==> src/rtl/berger_zero_stream_encoder.sv <==
// Berger-zero SEC stream encoder: 8-bit words in, 12-bit codewords out through a
// 2-entry FIFO, tagged with a wrapping write address, with one-shot fault injection.
module berger_zero_stream_encoder #(
  parameter int ADDR_W = 8
) (
  input  logic              clk,
  input  logic              rst_n,
  input  logic              in_valid,
  output logic              in_ready,
  input  logic [7:0]        in_data,
  output logic              out_valid,
  input  logic              out_ready,
  output logic [11:0]       out_code,
  output logic [ADDR_W-1:0] out_addr,
  input  logic              addr_clr,
  input  logic              inj_arm,
  input  logic [11:0]       inj_mask,
  output logic              inj_pending,
  output logic [15:0]       words_out
);

  // Parity bits sit at positions 0,1,3,7 so a single flip of bit k yields syndrome k+1.
  function automatic logic [11:0] encode(input logic [7:0] d);
    logic [11:0] c;
    c[2]  = d[0];
    c[4]  = d[1];
    c[5]  = d[2];
    c[6]  = d[3];
    c[8]  = d[4];
    c[9]  = d[5];
    c[10] = d[6];
    c[11] = d[7];
    c[0]  = d[0] ^ d[1] ^ d[3] ^ d[4] ^ d[6];
    c[1]  = d[0] ^ d[2] ^ d[3] ^ d[5] ^ d[6];
    c[3]  = d[1] ^ d[2] ^ d[3] ^ d[7];
    c[7]  = d[4] ^ d[5] ^ d[6] ^ d[7];
    return c;
  endfunction

  logic [11:0]       mem_code_q [2];
  logic [ADDR_W-1:0] mem_addr_q [2];
  logic              wr_ptr_q, wr_ptr_d;
  logic              rd_ptr_q, rd_ptr_d;
  logic [1:0]        count_q, count_d;
  logic [ADDR_W-1:0] addr_q, addr_d;
  logic              inj_pending_q, inj_pending_d;
  logic [11:0]       inj_mask_q, inj_mask_d;
  logic [15:0]       words_q, words_d;

  logic              push, pop;
  logic [11:0]       push_code;

  assign in_ready    = (count_q != 2'd2);
  assign out_valid   = (count_q != 2'd0);
  assign out_code    = mem_code_q[rd_ptr_q];
  assign out_addr    = mem_addr_q[rd_ptr_q];
  assign inj_pending = inj_pending_q;
  assign words_out   = words_q;

  assign push = in_valid & in_ready;
  assign pop  = out_valid & out_ready;

  always_comb begin
    push_code     = encode(in_data) ^ (inj_pending_q ? inj_mask_q : 12'h000);
    wr_ptr_d      = push ? ~wr_ptr_q : wr_ptr_q;
    rd_ptr_d      = pop ? ~rd_ptr_q : rd_ptr_q;
    count_d       = count_q;
    case ({push, pop})
      2'b10:   count_d = count_q + 2'd1;
      2'b01:   count_d = count_q - 2'd1;
      default: count_d = count_q;
    endcase
    // A clear wins over the increment; the accepted word still carries addr_q.
    if (addr_clr)  addr_d = '0;
    else if (push) addr_d = addr_q + 1'b1;
    else           addr_d = addr_q;
    // Arming in the same cycle as an accept leaves the new mask pending for the next word.
    inj_mask_d    = inj_mask_q;
    inj_pending_d = inj_pending_q;
    if (inj_arm) begin
      inj_mask_d    = inj_mask;
      inj_pending_d = 1'b1;
    end else if (push) begin
      inj_pending_d = 1'b0;
    end
    words_d = pop ? words_q + 16'd1 : words_q;
  end

  always_ff @(posedge clk) begin
    if (!rst_n) begin
      mem_code_q[0] <= '0;
      mem_code_q[1] <= '0;
      mem_addr_q[0] <= '0;
      mem_addr_q[1] <= '0;
      wr_ptr_q      <= 1'b0;
      rd_ptr_q      <= 1'b0;
      count_q       <= 2'd0;
      addr_q        <= '0;
      inj_pending_q <= 1'b0;
      inj_mask_q    <= '0;
      words_q       <= '0;
    end else begin
      if (push) begin
        mem_code_q[wr_ptr_q] <= push_code;
        mem_addr_q[wr_ptr_q] <= addr_q;
      end
      wr_ptr_q      <= wr_ptr_d;
      rd_ptr_q      <= rd_ptr_d;
      count_q       <= count_d;
      addr_q        <= addr_d;
      inj_pending_q <= inj_pending_d;
      inj_mask_q    <= inj_mask_d;
      words_q       <= words_d;
    end
  end

endmodule

==> config.mk <==
export PLATFORM = sky130hd
export DESIGN_NAME = berger_zero_stream_encoder
export DESIGN_NICKNAME = d
export VERILOG_FILES = /design/src/rtl/berger_zero_stream_encoder.sv
export SDC_FILE = /design/constraint.sdc
export NUM_CORES = 1
export LEC_CHECK = 0
export CAP_MARGIN = 20
export CORE_ASPECT_RATIO = 1.2
export CORE_UTILIZATION = 47
export CTS_CLUSTER_DIAMETER = 200
export DETAILED_ROUTE_END_ITERATION = 10
export PLACE_DENSITY_LB_ADDON = 0.2
export SLEW_MARGIN = 20
export SYNTH_ARGS = -nofsm -noshare
export SYNTH_HDL_FRONTEND = slang
export SYNTH_SLANG_ARGS = --single-unit
export TNS_END_PERCENT = 5
==> constraint.sdc <==
create_clock -name clk -period 2.85 [get_ports clk]
set_clock_uncertainty 0.15 [all_clocks]
set_input_delay 0.4275 -clock clk [delete_from_list [all_inputs] [get_ports clk]]
set_output_delay 0.4275 -clock clk [all_outputs]
set_load 0.05 [all_outputs]
==> results of run 1 <==
state kept, by name, indices dropped and copies added (netlist names), named ones only:
signal / cells
mem_code_q: 24
count_q: 2
mem_addr_q: 16
addr_q: 8
rd_ptr_q: 1
inj_pending: 1
wr_ptr_q: 1
words_out: 16
inj_mask_q: 12
cell usage after synthesis, types with 5 or more instances:
| master | count | area [sq um] |
|---|---|---|
| a21oi_1 | 11 | 55.1 |
| and2_1 | 15 | 93.8 |
| clkbuf_1 | 10 | 37.5 |
| dfxtp_1 | 42 | 841 |
| edfxtp_1 | 40 | 1200 |
| inv_1 | 5 | 18.8 |
| mux2_2 | 20 | 225 |
| mux2i_1 | 13 | 130 |
| nand2_1 | 24 | 90.1 |
| nand3_1 | 5 | 25.0 |
| nand4_1 | 8 | 50.1 |
| nor2_1 | 57 | 214 |
| o21ai_0 | 7 | 35.0 |
| or3_1 | 6 | 37.5 |
| xnor2_1 | 25 | 219 |
| xor2_1 | 17 | 149 |
report_power, final:
part / switching [mW] / internal (mW) / total (mW)
Sequential: 0.0651 / 1.38 / 1.44
Combinational: 0.762 / 0.468 / 1.23
Clock: 0.400 / 0.491 / 0.892
stage by stage:
step | setup slack, ns | area, sq um
5_1_grt | 0.118 | 4660
4_1_cts | 0.184 | 4660
3_3_place_gp | 0.571 | 4450
3_5_place_dp | 0.488 | 4450
2_1_floorplan | 0.234 | 3670
6_report | 0.220 | 4660
final timing paths:
check	endpoint	slack (ns)	depth (start not counted)
max	in_ready	0.22	2
min	inj_mask_q[7]	0.35	2
max reg2reg	count_q[1]	0.59	5
min reg2reg	inj_mask_q[7]	0.35	2
kinds of logic after synthesis:
| kind of cell | after synthesis | synth area share |
|---|---|---|
| AO/OA/AOI/OAI | 22 | 0.0324 |
| XOR/XNOR | 42 | 0.100 |
| adder cells (fa/ha/maj) | 3 | 0.0102 |
| buffers and inverters | 20 | 0.0208 |
| flip-flops | 82 | 0.557 |
| multiplexers | 33 | 0.0969 |
| AND/OR/NAND/NOR | 137 | 0.183 |
layout make-up:
type | count | area (sq um)
inverter | 7 | 26.3
clock buffer | 11 | 131
tap | 90 | 113
timing repair buffer | 74 | 716
multi-input combinational | 237 | 1550
sequential | 82 | 2040
fill | 601 | 2750
clock inverter | 5 | 78.8
layout by cell type (no fill, tap or decap), drive strengths merged, types with 4 or more instances in the layout:
cell           netlist  layout
nand2               24      24
o21ai                8       8
nor3                 4       4
or3                  6       6
mux2i               13      13
clkbuf              10      11
a21oi               11      11
or4                  4       4
nor2                57      57
edfxtp              40      40
xnor2               25      25
and2                15      15
xor2                17      17
dfxtp               42      42
buf                  3      10
nand3                6       6
mux2                20      20
clkdlybuf4s50        0      64
inv                  5       5
nand4                9       9
per-layer routing:
| metal | vias to the layer above | wire [um] |
|---|---|---|
| met3 | 2 | 321 |
| met5 | - | 0 |
| met4 | 0 | 41 |
| met1 | 1184 | 3120 |
| li1 | 1307 | - |
| met2 | 61 | 3450 |
worst max-delay path: cells and delay by family (launching register included):
kind	cells	cell delay [ns]
buf+inv	1	0.88
flops	1	0.44
simple gates	1	0.38
==> results.json, run 1 <==
{
  "ys_seq_elements": 82,
  "synth_nets": 368,
  "syn_inst": 339,
  "netlist_area_sq_um": 3670,
  "grt_pass1_vias": 2473,
  "ys.flop_type": "dfxtp_1",
  "yosys.cell_types.count": 34,
  "hp-start": "inj_mask_q[7]",
  "clkLatencyLatePin_ns": 0.34,
  "cts_root_buffer": "clkbuf_8",
  "drc_errors": 0,
  "instances_no_fill": 506,
  "layout-drive-gt1-share": 0.115,
  "initial_core_util": 0.495,
  "grtUsageMet1": 0.229,
  "path_max_fanout": 10,
  "fin_crit_sh": 0.923,
  "cts_sinks": 82,
  "place.detailed.hpwl_mm": 4.75,
  "ctsLongestPathBuffers": 2,
  "start_kind": "register",
  "ioPinCount": 65,
  "status": "completed",
  "cts_max_level": 3,
  "die-height_um": 98.8,
  "powerDensity_nw_per_um2": 766,
  "drv_cap": 0,
  "startpoint": "count_q[0]",
  "grt_remaining_overflow": 0,
  "slew_violations": 0,
  "cp_cell_sequence": "nand2b_1 -> clkdlybuf4s50_1",
  "grt_max_degree": 34,
  "viasPerCell": 5.05,
  "antennaDiodeCount": 0,
  "hold_class": "reg -> reg",
  "final_net_count": 440,
  "leakage_nw": 1.68,
  "post_cts_buffers": 0,
  "cp_data_arrival_time_ns": 2.05,
  "use_met3": 0.0500,
  "synth_edf_count": 40,
  "antenna_found_initial": 0,
  "slowest_stage": "clkdlybuf4s50_1",
  "critPathCaptureType": "primary output",
  "dieArea_sq_um": 8160,
  "async_reset_ff_frac": 0,
  "cts-buffers-inserted": 9,
  "tritoncts": "built",
  "ys_warn_count": 0,
  "finalSetupViolCount": 0,
  "ctsHoldBuffers": 0,
  "die_w_um": 82.6,
  "wl_per_cell_um": 13.7,
  "gr-usage-all-layers": 0.185,
  "path_class": "reg -> out",
  "required_ns": 2.27,
  "syn2layout_area_growth_pct": 27.0,
  "gp_congestion": 0.778,
  "rows": 34,
  "coreArea_sq_um": 7400,
  "fin_total_pwr_mw": 3.56,
  "slowest_delay_ns": 0.88,
  "dr.pass1.iters": 4,
  "final_util": 0.629,
  "min_period_ns": 2.63,
  "dr_total_vias": 2554,
  "antenna_left": 0,
  "globalRouteMet2Util": 0.304,
  "finalSetupTns_ns": 0,
  "place_inst": 490,
  "max-vdd-ir-drop_mv": 0.436,
  "worst_pin_slew_ns": 0.738,
  "relSlewSlack": 0.507,
  "timing.hold.ws_ns": 0.349,
  "hold_violations": 0,
  "avgSynthCellArea_sq_um": 10.8,
  "drt_wl_total_mm": 6.93,
  "fmax_mhz": 380,
  "rsz0062_at_grt": "no",
  "seq_area_frac_synth": 0.557,
  "path_clk_slew_ns": 0.08,
  "port_buffers": 64,
  "ctsResizeCount": 0,
  "top_usage_layer": "met2",
  "grt_pass1_wl_mm": 11.4,
  "r2r-start": "count_q[0]",
  "drtIter0Drc": 133
}
No activity file was read; power rests on OpenSTA's default activity.
==> run 2, diff against run 1 <==
--- a/config.mk
+++ b/config.mk
@@ -10,6 +10,7 @@
 export CORE_UTILIZATION = 47
 export CTS_CLUSTER_DIAMETER = 200
 export DETAILED_ROUTE_END_ITERATION = 10
+export GPL_TIMING_DRIVEN = 0
 export PLACE_DENSITY_LB_ADDON = 0.2
 export SLEW_MARGIN = 20
 export SYNTH_ARGS = -nofsm -noshare
==> run 2 against run 1 <==
Cell count increased by 0.40%. Sequential share of layout area is 0.30 points higher. Clock power decreased by 4.6%. Highest routed layer unchanged. Via count decreased by 0.67%. Maximum frequency is 0.77% higher.
==> results.json, run 2 (synthesized netlist as in run 1, its figures left out) <==
{
  "cts_sinks": 82,
  "coreArea_sq_um": 7400,
  "drv_cap": 0,
  "path_max_fanout": 10,
  "status": "completed",
  "layout-drive-gt1-share": 0.110,
  "port_buffers": 62,
  "place.detailed.hpwl_mm": 5.06,
  "r2r-start": "count_q[0]",
  "gr-usage-all-layers": 0.191,
  "nFillCells": 649,
  "mostFrequentLayoutCell": "clkdlybuf4s50_1",
  "gp_congestion": 0.810,
  "grt_remaining_overflow": 0,
  "wl_per_cell_um": 13.8,
  "finalSetupViolCount": 0,
  "dr.pass1.iters": 4,
  "worstHoldPathCells": 3,
  "max-vdd-ir-drop_mv": 0.442,
  "initial_core_util": 0.495,
  "finalSetupTns_ns": 0,
  "fin_crit_sh": 0.916,
  "hold_class": "in -> reg",
  "cts_root_buffer": "clkbuf_8",
  "fmax_mhz": 383,
  "r2r-end": "mem_addr_q[1][3]",
  "ctsLongestPathBuffers": 2,
  "drt_wl_total_mm": 7.01,
  "powerDensity_nw_per_um2": 760,
  "hold_violations": 0,
  "slowest_delay_ns": 0.70,
  "syn2layout_area_growth_pct": 26.1,
  "start_kind": "register",
  "drtIter0Drc": 170,
  "antenna_left": 0,
  "tritoncts": "built",
  "r2r_cells": 5,
  "dr_total_vias": 2537,
  "die-height_um": 98.8,
  "hold_path_end": "inj_mask_q[2]",
  "antennaDiodeCount": 0,
  "ctsHoldBuffers": 0,
  "cp_cell_sequence": "clkbuf_2 -> mux2_2 -> clkdlybuf4s50_1",
  "finalInstanceArea_sq_um": 4620,
  "path_class": "reg -> out",
  "final_cell_mix": "62 x clkdlybuf4s50_1, 57 x nor2_1, 42 x dfxtp_1, 40 x edfxtp_1, 25 x xnor2_1",
  "place_inst": 492,
  "postPlaceCellArea_sq_um": 4420,
  "ioPinCount": 65,
  "clkLatencyLatePin_ns": 0.34,
  "grt_max_degree": 21,
  "min_period_ns": 2.61,
  "critPathTopFamily": "buffers and inverters",
  "post_cts_buffers": 0,
  "final_net_count": 442,
  "viasPerCell": 4.99,
  "instances_no_fill": 508,
  "required_ns": 2.27,
  "largest_reg_flops": 24,
  "leakage_nw": 1.66,
  "critPathCaptureType": "primary output",
  "rows": 34,
  "slew_violations": 0,
  "antenna_found_initial": 0,
  "grt_pass1_wl_mm": 11.8,
  "cp_data_arrival_time_ns": 2.03,
  "dieArea_sq_um": 8160,
  "hp-start": "inj_arm",
  "rsz0062_at_grt": "no",
  "cts-buffers-inserted": 9,
  "slowest_stage": "clkdlybuf4s50_1",
  "worst_pin_slew_ns": 0.845,
  "fin_total_pwr_mw": 3.52,
  "crit_buf_inv": 2,
  "grt_pass1_vias": 2486,
  "path_clk_slew_ns": 0.08,
  "relSlewSlack": 0.435,
  "die_w_um": 82.6,
  "cts_max_level": 3,
  "drc_errors": 0,
  "reg2reg_slack_ns": 0.30,
  "regMostFlops": "mem_code_q"
}
run 2: cell count changes in the layout (fill, tap and decap cells not counted), sizes merged:
cell / before / now
clkinv: 3 / 5
clkbuf: 11 / 20
clkdlybuf4s50: 64 / 62
clkinvlp: 2 / 1
inv: 5 / 6
bufinv: 2 / 1
buf: 10 / 4
run 2: worst max path at each step:
stage	start	to	slack [ns]	cells after the start
after floorplan	count_q[0]	mem_addr_q[0][0]	0.23	4
after detailed placement	rst_n	mem_addr_q[1][6]	-0.12	4
after CTS	register	out_code[11]	0.20	3
after global routing	rst_n	mem_code_q[1][2]	0.03	4
final	register	out_code[6]	0.24	3
after global placement	in_valid	mem_addr_q[0][5]	-0.23	3
run 2: cell type report:
class / count / area (sq um) / area share
inverters: 7 / 26.3 / 0.00568
flip-flops and latches: 82 / 2040 / 0.442
clock buffers: 10 / 138 / 0.0298
clock inverters: 6 / 65.1 / 0.0141
repair buffers: 63 / 636 / 0.137
well taps: 90 / 113 / 0.0244
multi-input cells: 237 / 1550 / 0.336
plain buffers: 13 / 52.6 / 0.0114
run 2: power breakdown:
part / internal, mW / total (mW) / leakage, nW / switching [mW]
combinational: 0.459 / 1.22 / 0.790 / 0.759
sequential: 1.38 / 1.45 / 0.767 / 0.0692
clock: 0.430 / 0.851 / 0.103 / 0.420
run 2: per-layer routing:
layer | GRT usage | wire [um] | vias up | part of all wire
met5 | 0 | 0 | - | 0
met4 | 0.0676 | 92 | 0 | 0.013
met3 | 0.0278 | 247 | 8 | 0.035
met2 | 0.313 | 3400 | 46 | 0.48
met1 | 0.256 | 3270 | 1173 | 0.47
li1 | - | - | 1310 | -
run 2: metrics by stage:
stage | utilization | worst slack [ns] | hold WS (ns)
floorplan | - | 0.234 | 0.310
global placement | 0.594 | -0.229 | 0.328
detailed placement | 0.597 | -0.115 | 0.335
CTS | 0.625 | 0.202 | 0.306
global route | 0.625 | 0.0334 | 0.348
finish | 0.625 | 0.240 | 0.321
run 2: timing repair:
item,CTS,global route
setup endpoints to repair,15,0
hold endpoints to repair,0,0
gates resized for setup,2,0
run 2: worst register-to-register path, stage by stage (launching register included):
cell and delay, ns:
dfxtp_1 0.43, nand2b_1 0.12, buf_2 0.20, nand4_1 0.25
clkbuf_1 0.32, nand2_1 0.70
==> run 3, diff against run 2 <==
--- a/config.mk
+++ b/config.mk
@@ -7,11 +7,13 @@
 export LEC_CHECK = 0
 export CAP_MARGIN = 20
 export CORE_ASPECT_RATIO = 1.2
-export CORE_UTILIZATION = 47
+export CORE_UTILIZATION = 49
+export CTS_BUF_LIST = sky130_fd_sc_hd__clkbuf_8
 export CTS_CLUSTER_DIAMETER = 200
 export DETAILED_ROUTE_END_ITERATION = 10
 export GPL_TIMING_DRIVEN = 0
 export PLACE_DENSITY_LB_ADDON = 0.2
+export REMOVE_ABC_BUFFERS = 1
 export SLEW_MARGIN = 20
 export SYNTH_ARGS = -nofsm -noshare
 export SYNTH_HDL_FRONTEND = slang
==> run 3 against run 2 <==
Flip-flop and latch count unchanged. Via count increased by 0.12%. Routed wire length decreased by 4.3%. Critical path type unchanged. Highest routed layer unchanged.
==> results.json, run 3 (synthesized netlist as in run 1, its figures left out) <==
{
  "fin_total_pwr_mw": 3.47,
  "gp_congestion": 0.853,
  "final_cell_mix": "64 x clkdlybuf4s50_1, 57 x nor2_1, 41 x dfxtp_1, 40 x edfxtp_1, 25 x xnor2_1",
  "cts-buffers-inserted": 9,
  "hold_class": "reg -> reg",
  "coreArea_sq_um": 7230,
  "place.detailed.hpwl_mm": 4.67,
  "dr_total_vias": 2540,
  "start_kind": "register",
  "path_depth": 2,
  "critPathTopFamily": "buffers and inverters",
  "leakage_nw": 1.64,
  "hold_violations": 0,
  "rows": 34,
  "status": "completed",
  "place_inst": 481,
  "max-vdd-ir-drop_mv": 0.400,
  "port_buffers": 64,
  "r2r-start": "count_q[0]",
  "wl_per_cell_um": 13.5,
  "die_w_um": 81.0,
  "cts_max_level": 3,
  "layout-drive-gt1-share": 0.113,
  "slowest_delay_ns": 0.71,
  "dr.pass1.iters": 4,
  "ctsHoldBuffers": 0,
  "finalInstanceArea_sq_um": 4600,
  "ctsLongestPathBuffers": 2,
  "reg2reg_slack_ns": 0.25,
  "required_ns": 2.27,
  "die-height_um": 96.8,
  "timing.hold.ws_ns": 0.346,
  "instances_no_fill": 497,
  "worst_pin_slew_ns": 0.723,
  "postPlaceCellArea_sq_um": 4390,
  "drc_errors": 0,
  "dp_slack_ns": -0.588,
  "largest_reg_flops": 24,
  "syn2layout_area_growth_pct": 25.3,
  "finalSetupViolCount": 0,
  "gr-usage-all-layers": 0.185,
  "path_clk_slew_ns": 0.09,
  "mostFrequentLayoutCell": "clkdlybuf4s50_1",
  "grt_pass1_vias": 2424,
  "grt_pass1_wl_mm": 11.1,
  "slew_violations": 0,
  "rsz0062_at_grt": "no",
  "antennaDiodeCount": 0,
  "r2r_cells": 3,
  "clkLatencyLatePin_ns": 0.35,
  "viasPerCell": 5.11,
  "tritoncts": "built",
  "grt_remaining_overflow": 0,
  "antenna_left": 0,
  "drtIter0Drc": 116,
  "post_cts_buffers": 0,
  "initial_core_util": 0.507,
  "path_class": "reg -> out",
  "relSlewSlack": 0.516,
  "cts_root_buffer": "clkbuf_8",
  "path_max_fanout": 20,
  "r2r-end": "mem_addr_q[1][0]",
  "powerDensity_nw_per_um2": 754,
  "ioPinCount": 65,
  "drv_cap": 0,
  "cp_data_arrival_time_ns": 2.11,
  "crit_buf_inv": 1,
  "setup.worst_path.end": "out_code[3]",
  "antenna_found_initial": 0,
  "final_net_count": 431,
  "min_period_ns": 2.69,
  "drt_wl_total_mm": 6.71,
  "layout_setup_ws_ns": 0.159,
  "slowest_stage": "clkdlybuf4s50_1",
  "regMostFlops": "mem_code_q",
  "cts_sinks": 82,
  "cp_cell_sequence": "mux2_2 -> clkdlybuf4s50_1",
  "critPathCaptureType": "primary output",
  "grt_max_degree": 36,
  "dieArea_sq_um": 7840,
  "fmax_mhz": 372,
  "fin_crit_sh": 0.944
}
## run 3: worst min-delay path by stage
stage,startpoint,end,slack (ns),cells past startpoint
6_report,words_out[15],words_out[15],0.35,2
5_1_grt,inj_mask_q[0],inj_mask_q[0],0.37,2
4_1_cts,words_out[15],words_out[15],0.35,2
3_5_place_dp,words_out[15],words_out[15],0.33,2
3_3_place_gp,words_out[15],words_out[15],0.32,2
2_1_floorplan,inj_mask_q[0],inj_mask_q[0],0.31,2
## run 3: area by class of cell
type | count | area (sq um)
Multi-Input combinational cell | 237 | 1570
Fill cell | 621 | 2640
Timing Repair Buffer | 65 | 652
Clock inverter | 7 | 70.1
Inverter | 7 | 30.0
Sequential cell | 82 | 2040
Clock buffer | 9 | 124
Tap cell | 90 | 113
## run 3: worst register-to-register path: stages, from the launching register on
cell and delay [ns]:
dfxtp_1 0.43, nand2b_1 0.38, nand4_1 0.61, nand2_2 0.66
## run 3: per-stage QoR
step                      setup TNS (ns)  utilization
after floorplan                   -11.67            -
after detailed placement          -14.13        0.606
after CTS                          -3.35        0.633
final                                  0        0.636
after global routing                   0        0.636
after global placement            -41.54        0.604
## run 3: routing by layer
metal  part of all wire  routed length, um  global-route usage
met1               0.44               2930               0.220
met2               0.50               3360               0.310
met3              0.049                329              0.0406
met4              0.014                 91              0.0907
met5                  0                  0                   0
## run 3: what timing repair did
item	4_1_cts	5_1_grt
cloned	0	0
endpoints found under the setup margin	54	34
pin swaps	0	0
resized for setup	1	4
## run 3: power by group
part	leakage, nW	internal [mW]	total, mW	switching, mW
Sequential	0.767	1.38	1.49	0.111
Clock	0.0947	0.403	0.814	0.411
Combinational	0.773	0.447	1.16	0.714
Total	1.64	2.23	3.47	1.24
